===== src/rtl/fmm_reduce_pkg.sv =====
// Shared constants, state encoding and row-base helper for the FMM reduce stages.
package fmm_reduce_pkg;

  localparam int unsigned NCOLS = 320;
  localparam int unsigned NROWS = 409;
  localparam int unsigned AW    = 17;
  localparam int unsigned DW    = 32;
  localparam int unsigned CNTW  = 16;

  localparam logic [DW-1:0] NO_MOVE = 32'hFFFF_FFFF;

  localparam logic [2:0] ST_IDLE   = 3'd0;
  localparam logic [2:0] ST_CHECK  = 3'd1;
  localparam logic [2:0] ST_RD_PIV = 3'd2;
  localparam logic [2:0] ST_RD_TGT = 3'd3;
  localparam logic [2:0] ST_FLUSH  = 3'd4;
  localparam logic [2:0] ST_DONE   = 3'd5;

  typedef struct packed {
    logic [DW-1:0] pivot_row;
    logic [DW-1:0] row2;
    logic [DW-1:0] k;
  } move_req_t;

  // row * 320 as shift-add, wrapped into the M_e address space
  function automatic logic [AW-1:0] row_base(input logic [DW-1:0] row);
    return AW'((row << 8) + (row << 6));
  endfunction

endpackage


===== src/rtl/fmm_row_addr_gen.sv =====
// Row base address generator shared with the upstream scan stage.
module fmm_row_addr_gen
  import fmm_reduce_pkg::*;
(
  input  logic [DW-1:0] i_row,
  output logic [AW-1:0] o_base_c
);

  assign o_base_c = row_base(i_row);

endmodule


===== src/rtl/fmm_row_update_apply.sv =====
// Applies one row move M_e[row2] -= k * M_e[pivot_row], two cycles per column.
module fmm_row_update_apply #(
  parameter int unsigned NCOLS = fmm_reduce_pkg::NCOLS,
  parameter int unsigned NROWS = fmm_reduce_pkg::NROWS
) (
  input  logic        ap_clk,
  input  logic        ap_rst_n,
  input  logic        ap_start,
  output logic        ap_done,
  output logic        ap_ready,
  output logic        ap_idle,
  input  logic [31:0] pivot_row,
  input  logic [31:0] row2,
  input  logic [31:0] move_type,
  output logic [16:0] M_e_address0,
  output logic        M_e_ce0,
  input  logic [31:0] M_e_q0,
  output logic [16:0] M_e_address1,
  output logic        M_e_ce1,
  output logic        M_e_we1,
  output logic [31:0] M_e_d1,
  output logic        skipped,
  output logic        err_range,
  output logic [15:0] cols_written
);
  import fmm_reduce_pkg::*;

  localparam logic [CNTW-1:0] LAST_COL = CNTW'(NCOLS - 1);

  logic [2:0]      r_state, w_state_nxt;
  move_req_t       r_req, w_req_nxt;
  logic [CNTW-1:0] r_c, w_c_nxt;
  logic [DW-1:0]   r_piv_word, w_piv_word_nxt;
  logic            r_skipped, w_skipped_nxt;
  logic            r_err, w_err_nxt;
  logic [CNTW-1:0] r_cols, w_cols_nxt;
  logic            r_done, r_idle, r_ce0, r_ce1;
  logic            w_ce0_nxt, w_ce1_nxt;
  logic [AW-1:0]   r_addr0, w_addr0_nxt, r_addr1, w_addr1_nxt;
  logic [AW-1:0]   w_piv_base, w_tgt_base;
  logic [DW-1:0]   w_prod;

  fmm_row_addr_gen u_piv_addr (.i_row(r_req.pivot_row), .o_base_c(w_piv_base));
  fmm_row_addr_gen u_tgt_addr (.i_row(r_req.row2),      .o_base_c(w_tgt_base));

  // Next state, latched request and memory port requests for the state being entered
  always_comb begin
    w_state_nxt    = r_state;
    w_req_nxt      = r_req;
    w_c_nxt        = r_c;
    w_piv_word_nxt = r_piv_word;
    w_skipped_nxt  = r_skipped;
    w_err_nxt      = r_err;
    w_cols_nxt     = (r_ce1 && (r_cols != '1)) ? r_cols + CNTW'(1) : r_cols;
    unique case (r_state)
      ST_IDLE: begin
        if (ap_start) begin
          w_req_nxt     = '{pivot_row: pivot_row, row2: row2, k: move_type};
          w_cols_nxt    = '0;
          w_skipped_nxt = 1'b0;
          w_err_nxt     = 1'b0;
          w_state_nxt   = ST_CHECK;
        end
      end
      ST_CHECK: begin
        if ((r_req.row2 == NO_MOVE) || (r_req.k == '0)) begin
          w_skipped_nxt = 1'b1;
          w_state_nxt   = ST_DONE;
        end else if ((r_req.row2 >= 32'(NROWS)) || (r_req.pivot_row >= 32'(NROWS))) begin
          w_err_nxt   = 1'b1;
          w_state_nxt = ST_DONE;
        end else begin
          w_c_nxt     = '0;
          w_state_nxt = ST_RD_PIV;
        end
      end
      ST_RD_PIV: w_state_nxt = ST_RD_TGT;
      ST_RD_TGT: begin
        w_piv_word_nxt = M_e_q0;
        if (r_c == LAST_COL) begin
          w_state_nxt = ST_FLUSH;
        end else begin
          w_c_nxt     = r_c + CNTW'(1);
          w_state_nxt = ST_RD_PIV;
        end
      end
      ST_FLUSH: w_state_nxt = ST_DONE;
      ST_DONE:  w_state_nxt = ST_IDLE;
      default:  w_state_nxt = ST_IDLE;
    endcase
    w_ce0_nxt   = (w_state_nxt == ST_RD_PIV) || (w_state_nxt == ST_RD_TGT);
    w_ce1_nxt   = ((w_state_nxt == ST_RD_PIV) && (w_c_nxt != '0)) || (w_state_nxt == ST_FLUSH);
    w_addr0_nxt = ((w_state_nxt == ST_RD_TGT) ? w_tgt_base : w_piv_base) + AW'(w_c_nxt);
    w_addr1_nxt = w_tgt_base + AW'(r_c);
  end

  always_ff @(posedge ap_clk or negedge ap_rst_n) begin
    if (!ap_rst_n) begin
      r_state    <= ST_IDLE;
      r_req      <= '0;
      r_c        <= '0;
      r_piv_word <= '0;
      r_skipped  <= 1'b0;
      r_err      <= 1'b0;
      r_cols     <= '0;
      r_done     <= 1'b0;
      r_idle     <= 1'b1;
      r_ce0      <= 1'b0;
      r_ce1      <= 1'b0;
      r_addr0    <= '0;
      r_addr1    <= '0;
    end else begin
      r_state    <= w_state_nxt;
      r_req      <= w_req_nxt;
      r_c        <= w_c_nxt;
      r_piv_word <= w_piv_word_nxt;
      r_skipped  <= w_skipped_nxt;
      r_err      <= w_err_nxt;
      r_cols     <= w_cols_nxt;
      r_done     <= (w_state_nxt == ST_DONE);
      r_idle     <= (w_state_nxt == ST_IDLE);
      r_ce0      <= w_ce0_nxt;
      r_ce1      <= w_ce1_nxt;
      r_addr0    <= w_addr0_nxt;
      r_addr1    <= w_addr1_nxt;
    end
  end

  // Write data is formed from the target word arriving on the read port this cycle
  assign w_prod = r_req.k * r_piv_word;
  assign M_e_d1 = M_e_q0 - w_prod;

  assign ap_done      = r_done;
  assign ap_ready     = r_done;
  assign ap_idle      = r_idle;
  assign M_e_address0 = r_addr0;
  assign M_e_ce0      = r_ce0;
  assign M_e_address1 = r_addr1;
  assign M_e_ce1      = r_ce1;
  assign M_e_we1      = r_ce1;
  assign skipped      = r_skipped;
  assign err_range    = r_err;
  assign cols_written = r_cols;

endmodule

===== config.mk =====
export PLATFORM = sky130hd
export DESIGN_NAME = fmm_row_update_apply
export DESIGN_NICKNAME = d
export VERILOG_FILES = /design/src/rtl/fmm_reduce_pkg.sv /design/src/rtl/fmm_row_addr_gen.sv /design/src/rtl/fmm_row_update_apply.sv
export SDC_FILE = /design/constraint.sdc
export NUM_CORES = 2
export LEC_CHECK = 0
export CORE_MARGIN = 2
export CORE_UTILIZATION = 41
export CTS_CLUSTER_DIAMETER = 200
export CTS_CLUSTER_SIZE = 10
export DETAILED_ROUTE_END_ITERATION = 16
export HOLD_SLACK_MARGIN = 0.08
export PLACE_DENSITY = 0.65
export SETUP_SLACK_MARGIN = 0.3
export SKIP_CTS_REPAIR_TIMING = 1
export SLEW_MARGIN = 0
export SYNTH_ARGS = -nofsm -noshare
export SYNTH_HDL_FRONTEND = slang
export SYNTH_HIERARCHICAL = 1
export SYNTH_SLANG_ARGS = --single-unit

===== constraint.sdc =====
create_clock -name ap_clk -period 6.8 [get_ports ap_clk]
set_input_delay 0.68 -clock ap_clk [delete_from_list [all_inputs] [get_ports ap_clk]]
set_output_delay 0.68 -clock ap_clk [all_outputs]
set_load 0.02 [all_outputs]

# Yosys cells after proc, flatten, opt, wreduce, memory -nomap -nowiden
# Cells that the tools add are included.
op_classes:
  n_addsub: 7
  multipliers: 1
  muxes: 19
  n_reduce_logical: 14
  magnitude_cmp: 2
  eq_ne: 15
op_table:
  columns: ["operator", "n"]
  rows:
  - ["16-bit 2-to-1 mux", 6]
  - ["32-bit by 9-bit >= comparator with 1-bit output (second input constant)", 2]
  - ["17-bit by 16-bit adder with 17-bit output", 2]
  - ["17-bit adder", 2]
  - ["16-bit by 1-bit adder with 16-bit output (second input constant)", 2]
  - ["32-bit == test (second input constant)", 1]
  - ["32-bit logical NOT", 1]
  - ["32-bit by 32-bit multiplier with 32-bit output", 1]
  - ["16-bit case mux with 2 select lines", 1]
  - ["32-bit subtractor", 1]
  - ["17-bit 2-to-1 mux", 1]
  - ["16-bit by 9-bit == test with 1-bit output (second input constant)", 1]
  - ["16-bit inequality test (second input constant)", 1]
  - ["16-bit nonzero test", 1]
  - ["3-bit case mux with 5 select lines", 1]
  - ["3-bit by 2-bit == test with 1-bit output (second input constant)", 4]
  - ["3-bit 2-to-1 mux", 4]
  - ["3-bit == test (second input constant)", 3]
  - ["2-bit inequality test (second input constant)", 4]
  - ["3-bit logical NOT", 2]
  - ["1-bit logical OR", 4]
  - ["1-bit 2-to-1 mux", 4]
  - ["1-bit case mux with 2 select lines", 2]
  - ["4-bit AND reduction", 1]
  - ["other kinds (5)", 6]
word_totals:
  out_inout_bits: 90
  inputBits: 131
  wordCells: 73
  register_bits: 203

# Logic depth before layout (Yosys ltp)
depth:
  word_depth: 8
  depth_mapped: 28
  mapped_depth_nobuf: 25

# By module
# The synthesis kept the hierarchy.
by_module_without_submodules:
  columns: ["module", "area_each_um2", "seq_area_each_um2", "cells_each", "instances"]
  rows:
  - ["fmm_row_update_apply", 26693.1, 5081.1, 2825, 1]
  - ["fmm_row_addr_gen", 409.1, 0.0, 50, 2]

# Worst setup path before layout
# No wires, ideal clock.
synth_path:
  path_type: "reg2out"
  start: "register r_piv_word[3]"
  end: "output M_e_d1[31]"
  required_time_ps: 6120
  setup_slack_ps: -642
  arrival_time_ps: 6762
  n_path_buf: 3
  stages_incl_launch_ff: 25
  cell_sequence: "dfrtp_1 -> clkbuf_1 -> clkbuf_1 -> nand2_1 -> fa_1 -> inv_1 -> fa_1 -> fa_1 -> fa_1 -> inv_1 -> fa_1 -> fa_1 -> fa_1 -> fa_1 -> ha_1 -> clkbuf_1 -> a21oi_1 -> nor2_1 -> o21a_1 -> a311oi_1 -> nand2b_1 -> o311ai_1 -> o2111ai_1 -> o21ai_0 -> xnor2_1"
synth_via:
  elab_chain_len: 2
synth_lines:
  columns: ["item", "line_no", "text"]
  rows:
  - ["start: declaration", "fmm_row_update_apply.sv:33", "logic [DW-1:0] r_piv_word, w_piv_word_nxt;"]
  - ["start signal: assignment", "fmm_row_update_apply.sv:116", "r_piv_word <= w_piv_word_nxt;"]
  - ["32-bit by 32-bit multiplier with 32-bit output", "fmm_row_update_apply.sv:130", "assign w_prod = r_req.k * r_piv_word;"]
  - ["32-bit subtractor", "fmm_row_update_apply.sv:131", "assign M_e_d1 = M_e_q0 - w_prod;"]
  - ["end: declaration", "fmm_row_update_apply.sv:21", "output logic [31:0] M_e_d1,"]
# Every way passes these cells.

# Worst setup path in the final report
layout_path:
  start: "register r_piv_word[4]"
  end: "output M_e_d1[31]"
# The elaborated chain is that of the path after synthesis.

==> results.cfg <==
[global_route]
antenna_found_initial = 11
grt_usage_pct = 22.7
grt_overflow = 0
grt_pass1_vias = 22332
grt_start_max_net_pins = 97
grt_pass1_wl_mm = 124

[logic_synthesis]
synth_area_um2 = 27500
yosysSeqAreaShare_pct = 18.5
ys.flop_type = dfrtp_1
yosysWarnings = 6
ys_ff_latch = 203
ys_types = 74
synthArstFlopShare_pct = 100
netlist_instances = 2925
synth_edf_count = 0
synth.avg_cell_area_um2 = 9.41

[detailed_routing]
final_antenna_net_count = 0
dr.pass1.iters = 6
drt_iter0_drc = 1132
vias = 20948
remaining_drc_errors = 0
wl_per_cell_um = 18.6
routed_wl_mm = 78.2
viasPerCell = 4.99

[hold_path]
hold_path_class = input pin to asynchronous set/reset pin

[timing]
drv_slew = 0
finalHoldViolCount = 0
final.setup_skew_ns = 0.0197
fin_tns_setup_ns = -16.86
fin_crit_ns = 8.11
fin_crit_sh_pct = 119
worst_pin_slew_ns = 0.875
rsz0062_at_grt = yes
max-slew-margin-rel_pct = 41.2
setup_violations = 21
fmax_ghz = 0.123
setup_slack_ns = -1.31

[critical_path]
startpoint = r_piv_word[4]
critical_path_class = register to output port
critPathTopFamily = adder cells
cp_slowest_cell = fa_1
crit_fanout = 6
critPathCaptureType = output port
critPathArrivalTime_ns = 7.43
cp-start-kind = register
max_stage_delay_ns = 0.56
path_cells = buf_6 > buf_12 > and2_4 > fa_1 > fa_1 > fa_1 > fa_1 > inv_1 > fa_1 > inv_2 > fa_1 > fa_1 > fa_1 > inv_2 > ha_4 > and3_4 > and3_4 > nand3_4 > o311ai_4 > o2111ai_2 > buf_4 > o21ai_4 > xnor2_2 > buf_4
crit_top_cell = fa_1
worst-path-buf-inv = 7
rr_startpoint = r_req[82]
worstPathRequired_ns = 6.12

[clocking]
cts-root-buf = clkbuf_16
cts_sinks = 203
cts_inserted_buffers = 24
cts.clk_slew.worst_paths_ns = 0.06
cts_tree = yes
clockBufferDepth = 3
cts_max_level = 1
clock_latency_ns = 0.55

[final_layout]
num-fill-cells = 6063
syn_to_final_growth_pct = 24.7
fin_nets = 4092
final_cell_mix = 538 x inv_1, 437 x nand2_1, 428 x fa_1
drive_gt1_share_pct = 18.8
layout.cells.most_common = inv_1

[floorplan]
die_area_um2 = 69200
initial_core_util_pct = 41.6
rows = 94
die_height_um = 263
ios = 221
die_x_um = 263
core_area_um2 = 66100

[placed_design]
dp_hpwl_mm = 63.8
gp_congestion = 0.908
numPortBuffers = 220

[status]
run_status = complete, but fails checks
failed_checks = negative setup slack

[flow_run]
max_cap_violations = 0
registers in the layout (all words and copies together), names as in the netlist:
signal	count
r_req	96
r_piv_word	32
M_e_address0	17
M_e_address1	17
cols_written	16
r_c	16
r_state	3
M_e_ce0	1
M_e_ce1	1
ap_done	1
ap_idle	1
err_range	1
skipped	1
final timing paths:
path | to | slack [ns] | cells after the start
max | M_e_d1[31] | -1.31 | 24
min | M_e_address0[12] | 0.17 | 1
max reg2reg | M_e_address0[16] | 1.87 | 13
min reg2reg | r_piv_word[31] | 0.48 | 2
max in group asynchronous | r_req[18] | 5.32 | 2
min in group ap_clk | r_piv_word[31] | 0.48 | 2
through the flow:
step           utilization, %  setup WS, ns  std cells  instance area (um2)  hold WS [ns]
2_1_floorplan               -        -0.191       2935                28200         0.384
3_3_place_gp             49.5         -1.60       4124                32700         0.461
4_1_cts                  50.5         -1.82       4159                33400         0.190
5_1_grt                  51.9         -1.55       4194                34300         0.222
3_5_place_dp             49.5         -1.62       4124                32700         0.468
6_report                 51.9         -1.31       4198                34300         0.175
final cells by class:
type / count / area [um2] / share of cell area [%]
Antenna cell: 7 / 17.5 / 0.0511
Clock buffer: 34 / 659 / 1.92
Clock inverter: 1 / 8.76 / 0.0255
Inverter: 561 / 2110 / 6.14
Multi-Input combinational cell: 2025 / 20600 / 59.9
Sequential cell: 203 / 5110 / 14.9
Tap cell: 864 / 1080 / 3.15
Timing Repair Buffer: 503 / 4760 / 13.9
worst register-to-register path, cell delays in order (launching register included):
cell and delay [ns]:
dfrtp_1 0.37, nor4_1 0.74, nand4_1 0.16, nor3_1 0.71, nand3_1 0.38, nor3_1 0.49
o21ai_0 0.29, ha_1 0.31, or3_1 0.33, a211oi_1 0.31, nor2_1 0.13, a211o_1 0.29
a21oi_1 0.18, xor2_1 0.17
routing by layer:
layer | vias to the layer above | wire length [um] | track usage, %
met5 | - | 23 | 0
met4 | 4 | 2720 | 6.83
li1 | 9720 | - | -
met1 | 10504 | 33500 | 30.1
met3 | 124 | 4740 | 3.96
met2 | 596 | 37200 | 38.1
synth_stat cells, types with 6 or more instances:
| library cell | instances | area share [%] |
|---|---|---|
| a211oi_1 | 8 | 0.22 |
| a21o_1 | 26 | 0.71 |
| a21oi_1 | 55 | 1.0 |
| and2_1 | 223 | 5.1 |
| and3_1 | 21 | 0.48 |
| buf_4 | 18 | 0.49 |
| clkbuf_1 | 124 | 1.7 |
| dfrtp_1 | 202 | 18 |
| fa_1 | 447 | 33 |
| ha_1 | 196 | 8.9 |
| inv_1 | 560 | 7.6 |
| mux2_2 | 113 | 4.6 |
| mux2i_1 | 6 | 0.22 |
| nand2_1 | 449 | 6.1 |
| nand2b_1 | 9 | 0.20 |
| nand3_1 | 44 | 0.80 |
| nand4_1 | 16 | 0.36 |
| nor2_1 | 55 | 0.75 |
| nor2b_1 | 10 | 0.23 |
| nor3_1 | 28 | 0.51 |
| nor4_1 | 22 | 0.50 |
| o21ai_0 | 32 | 0.58 |
| o21bai_1 | 10 | 0.27 |
| or3_1 | 15 | 0.34 |
| xnor2_1 | 103 | 3.3 |
| xor2_1 | 43 | 1.4 |
kinds of logic after synthesis:
family,Yosys count,share of synthesized area [%]
fa+ha+maj,643,41.4
other cells,2,0.0273
mux,119,4.84
buf+inv,707,9.90
simple gates,917,16.1
flops,203,18.5
compound gates,188,4.53
xor+xnor,146,4.65
Power is left out: the tool's default activity adds up to more than one toggle a clock period on the data nets, which glitch-free logic cannot reach.
